[src/rtl/mux.sv]
// Registered 4:1 word multiplexer with select-change pulse.
// Define MUX_PARITY_EN to add a registered even-parity output.
module mux #(
  parameter int               WIDTH     = 16,
  parameter logic [WIDTH-1:0] RST_VALUE = '0
) (
  input  logic             clk,
  input  logic             rst,
  input  logic [1:0]       select,
  input  logic [WIDTH-1:0] in1,
  input  logic [WIDTH-1:0] in2,
  input  logic [WIDTH-1:0] in3,
  input  logic [WIDTH-1:0] in4,
  output logic [WIDTH-1:0] out,
  output logic             sel_chg
`ifdef MUX_PARITY_EN
  ,
  output logic             parity
`endif
);

  logic [WIDTH-1:0] word;
  logic [1:0]       sel_q;

  always_comb begin
    word = in1;
    unique case (select)
      2'd0: word = in1;
      2'd1: word = in2;
      2'd2: word = in3;
      2'd3: word = in4;
    endcase
  end

  always_ff @(posedge clk) begin
    if (rst) begin
      out     <= RST_VALUE;
      sel_q   <= 2'd0;
      sel_chg <= 1'b0;
    end else begin
      out     <= word;
      sel_q   <= select;
      sel_chg <= (select != sel_q);
    end
  end

`ifdef MUX_PARITY_EN
  // Computed from the same word as out so both land on the same edge.
  always_ff @(posedge clk) begin
    if (rst)
      parity <= ^RST_VALUE;
    else
      parity <= ^word;
  end
`endif

endmodule

[config.mk]
export PLATFORM = sky130hd
export DESIGN_NAME = mux
export DESIGN_NICKNAME = d
export VERILOG_FILES = /design/src/rtl/mux.sv
export SDC_FILE = /design/constraint.sdc
export NUM_CORES = 1
export LEC_CHECK = 0
export CORE_MARGIN = 2
export CORE_UTILIZATION = 30
export DETAILED_ROUTE_END_ITERATION = 16
export PLACE_DENSITY = 0.78
export SYNTH_ARGS = -nofsm -noshare
export SYNTH_HDL_FRONTEND = slang
export SYNTH_SLANG_ARGS = --single-unit
[constraint.sdc]
create_clock -name clk -period 1.3 [get_ports clk]
set_clock_uncertainty 0.1 [all_clocks]
set_input_delay 0.26 -clock clk [delete_from_list [all_inputs] [get_ports clk]]
set_output_delay 0.26 -clock clk [all_outputs]
set_load 0.02 [all_outputs]
Word level (Yosys, flattened, before mapping)

Index checks and enable logic that the tools add are counted.

Equality and inequality tests: 4
Mux-type cells: 1
Reduce and logical (&&, ||, !) cells: 1

Operators with widths:

| cell               | number |
|---|---|
| $pmux 16 s4        | 1 |
| $eq 2x2->1 const B | 2 |
| $eq 2x1->1 const B | 1 |
| $logic_not 2->1    | 1 |
| $ne 2x2->1         | 1 |

Register bits after elaboration: 19
Word-level logic and storage cells: 9

Longest topological paths before layout

Depth in word-level cells: 2
Depth in mapped cells: 4
Depth with buffers taken out: 2

Worst setup path after synthesis

No wires, ideal clock.

Path type: input-to-reg
From: input port select[1]
To: register out[0]
Data arrival time: 0.826 ns
Data required time: 1.077 ns
Slack: 0.250 ns
Stages: 4
Path through: buf_4 -> buf_6 -> mux2i_1 -> o22ai_1

Cells in the longest elaborated chain, start to end: 2
Elaborated cells on any way between the ends: 5
Classes of those cells: eq/ne (3); mux (1); reduce/logical (1)

Ends and longest elaborated chain:

| what                               | line | source |
|---|---|---|
| from (decl)                        | 9    | `input logic [1:0] select,` |
| $eq 2x2->1 (tied with other cells) | 27   | `unique case (select)` |
| $pmux 16 s4 (*)                    | 27   |  |
| to (signal assigned)               | 41   | `out <= word;` |
| to (decl)                          | 14   | `output logic [WIDTH-1:0] out,` |

Every way passes the cells marked *; elsewhere a longest branch is shown, timed or not.
A chain may end at the register's enable or synchronous reset.

Worst setup path in the final report

From: register out[9]
To: output port out[9]

No word-level cell between the ends.

==> impl_metrics.json <==
{
  "status": "finished, final reports clean",
  "antenna_found_initial": 0,
  "worst_slew_pin_slew_ps": 230.6,
  "p_total_mw": 1.424,
  "rows": 20,
  "viasPerCell": 4.801,
  "finalCritPeriodShare_pct": 95.90,
  "drv_cap": 0,
  "clkTransAtPathRegs_ps": 100,
  "required_ps": 940,
  "htree_levels": 1,
  "holdWs_ps": 333.3,
  "leakage_nw": 0.7867,
  "layout_setup_ws_ps": 53.28,
  "syn_avg_cell_area_sq_um": 11.26,
  "synth_common_cells": "32 x mux2i_1, 19 x dfxtp_1, 16 x o22ai_1",
  "critPathArrivalTime_ps": 890,
  "critPathBufInv": 1,
  "cts_made_buffers": 3,
  "cp-start-kind": "flip-flop",
  "post-place-ws_ps": -219.3,
  "syn_to_final_growth_pct": 92.55,
  "grt_start_max_net_pins": 18,
  "die_height_um": 59.48,
  "min_path_cells": 3,
  "synth_area_leader_cell": "dfxtp_1",
  "setup.worst_path.end_class": "primary output",
  "layout-drive-gt1-share_pct": 16.67,
  "place_inst": 197,
  "cts.sink_count": 19,
  "vdd_drop_max_mv": 0.3132,
  "path_depth": 1,
  "rsz0062_at_grt": "no",
  "ys_warn_count": 0,
  "drv_slew": 0,
  "fp.dieW_um": 59.48,
  "p_per_area_nw_per_um2": 800.8,
  "synth.distinct_cells": 13,
  "hold_violations": 0,
  "synthCells": 82,
  "synth-seq-cells": 19,
  "fp.coreArea_sq_um": 2978,
  "ios": 85,
  "maxSlewHeadroom_pct": 84.19,
  "grt.total_usage_pct": 16.58,
  "wl_um": 2937,
  "gr-total-overflow": 0,
  "synth_ff_type": "dfxtp_1",
  "clock_latency_ps": 290,
  "setup_tns_ps": 0,
  "cts-root-buf": "clkbuf_4",
  "yosysMostFrequentCell": "mux2i_1",
  "dieArea_sq_um": 3538,
  "syn-cell-area_sq_um": 923.4,
  "numPortBuffers": 84,
  "cts_tree": "built",
  "critPathTopFamily": "flip-flops",
  "async_flop_share_pct": 0,
  "synth_top_area_share_pct": 41.19,
  "grt_pass1_vias": 1032,
  "setup-violations-final": 0,
  "initial_utilization_pct": 31.01,
  "ant_nets": 0,
  "final_nets": 237,
  "via_count": 965,
  "hold_path_class": "in2reg",
  "worstSetupPathType": "reg2out",
  "finalCriticalPeriod_ps": 1247,
  "ys_seq_area_share_pct": 41.19,
  "postCtsHoldBufs": 0,
  "hpwl_um": 2388,
  "cts_setup_buffers": 0,
  "drt_iter0_markers": 12,
  "cpMaxStageDelayCell": "dfxtp_1",
  "grt_first_pass_wirelength_um": 4333,
  "num_antenna_cells": 0,
  "crit_chain": "clkdlybuf4s15_2",
  "first_pass_iters": 4,
  "cpPeakStageDelay_ps": 330,
  "wl_per_cell_um": 14.61,
  "netlist_top_cells_area": "dfxtp_1 41%, mux2i_1 35%, o22ai_1 11%",
  "route.detailed.drc": 0,
  "finalNonFillerCells": 201,
  "r2r_cells": 2,
  "crit_fanout": 1,
  "max_freq_mhz": 802.1,
  "gp_congestion": 0.6303,
  "synth_nets": 150,
  "ctsLongestPathBuffers": 2,
  "synth-edff-count": 0
}
state kept, by name (all words and copies together), names as in the netlist:
| name | count |
|---|---|
| out | 16 |
| sel_q | 2 |
| sel_chg | 1 |
logic make-up (layout without fill, tap and decap cells):
| kind of cell | count (synthesis) | in the layout | share of synthesized area (%) |
|---|---|---|---|
| and+or+nand+nor | 3 | 3 | 2.034 |
| DFF | 19 | 19 | 41.19 |
| AOI/OAI and AO/OA | 17 | 17 | 11.38 |
| muxes | 32 | 32 | 34.69 |
| xor gates and xnor gates | 2 | 2 | 1.897 |
| buffers and inverters | 9 | 95 | 8.807 |
power breakdown:
part	switching, mW	leakage (nW)	internal, mW	total, mW
logic	0.181	0.613	0.304	0.485
registers	0.0127	0.158	0.628	0.641
clock network	0.178	0.0150	0.119	0.297
total	0.372	0.787	1.05	1.42
timing repair:
item                                    4_1_cts  5_1_grt
gates cloned                                  0        0
endpoints found under the setup margin       17       14
resized for setup                            37       15
pin swaps                                     0        0
worst reg2reg max path, stage by stage, from the launching register on:
cell and delay, ps:
dfxtp_1 320, xnor2_1 140, a21oi_1 80
metrics by stage:
stage	utilization, %	instance area [sq um]
5_1_grt	59.71	1778
2_1_floorplan	-	923.4
6_report	59.71	1778
3_5_place_dp	61.05	1818
4_1_cts	62.06	1848
3_3_place_gp	61.05	1818
layer usage:
layer / wire [um] / GRT usage (%) / part of all wire, %
met1: 1106 / 15.80 / 38
met2: 1453 / 32.18 / 49
met3: 354 / 5.022 / 12
met4: 23 / 6.818 / 0.78
met5: 0 / 0 / 0
path summary, 6_finish.rpt:
| kind | slack, ps | start | to |
|---|---|---|---|
| hold / removal | 330 | select[1] | sel_q[1]$_SDFF_PP0_ |
| setup reg to reg | 560 | sel_q[1]$_SDFF_PP0_ | sel_chg$_SDFF_PP0_ |
| hold reg to reg | 440 | sel_q[0]$_SDFF_PP0_ | sel_chg$_SDFF_PP0_ |
| setup / recovery | 50 | out[9]$_SDFF_PP0_ | out[9] |
placed cells by master (no fill, tap or decap), drive strengths merged:
master and n:
o22ai 16, nor2b 1, clkdlybuf4s15 3, a21oi 1, clkdlybuf4s50 66, inv 1
clkbuf 17, buf 8, nand2b 1, or2 1, mux2i 32, dfxtp 19
xnor2 2
final cells by class:
| type | instances | area (sq um) |
|---|---|---|
| Multi-Input combinational cell | 54 | 461.7 |
| Clock buffer | 4 | 26.28 |
| Inverter | 1 | 3.754 |
| Sequential cell | 19 | 380.4 |
| Fill cell | 269 | 1200 |
| Timing Repair Buffer | 90 | 864.6 |
| Tap cell | 33 | 41.29 |
(Power assumes the default switching activity.)
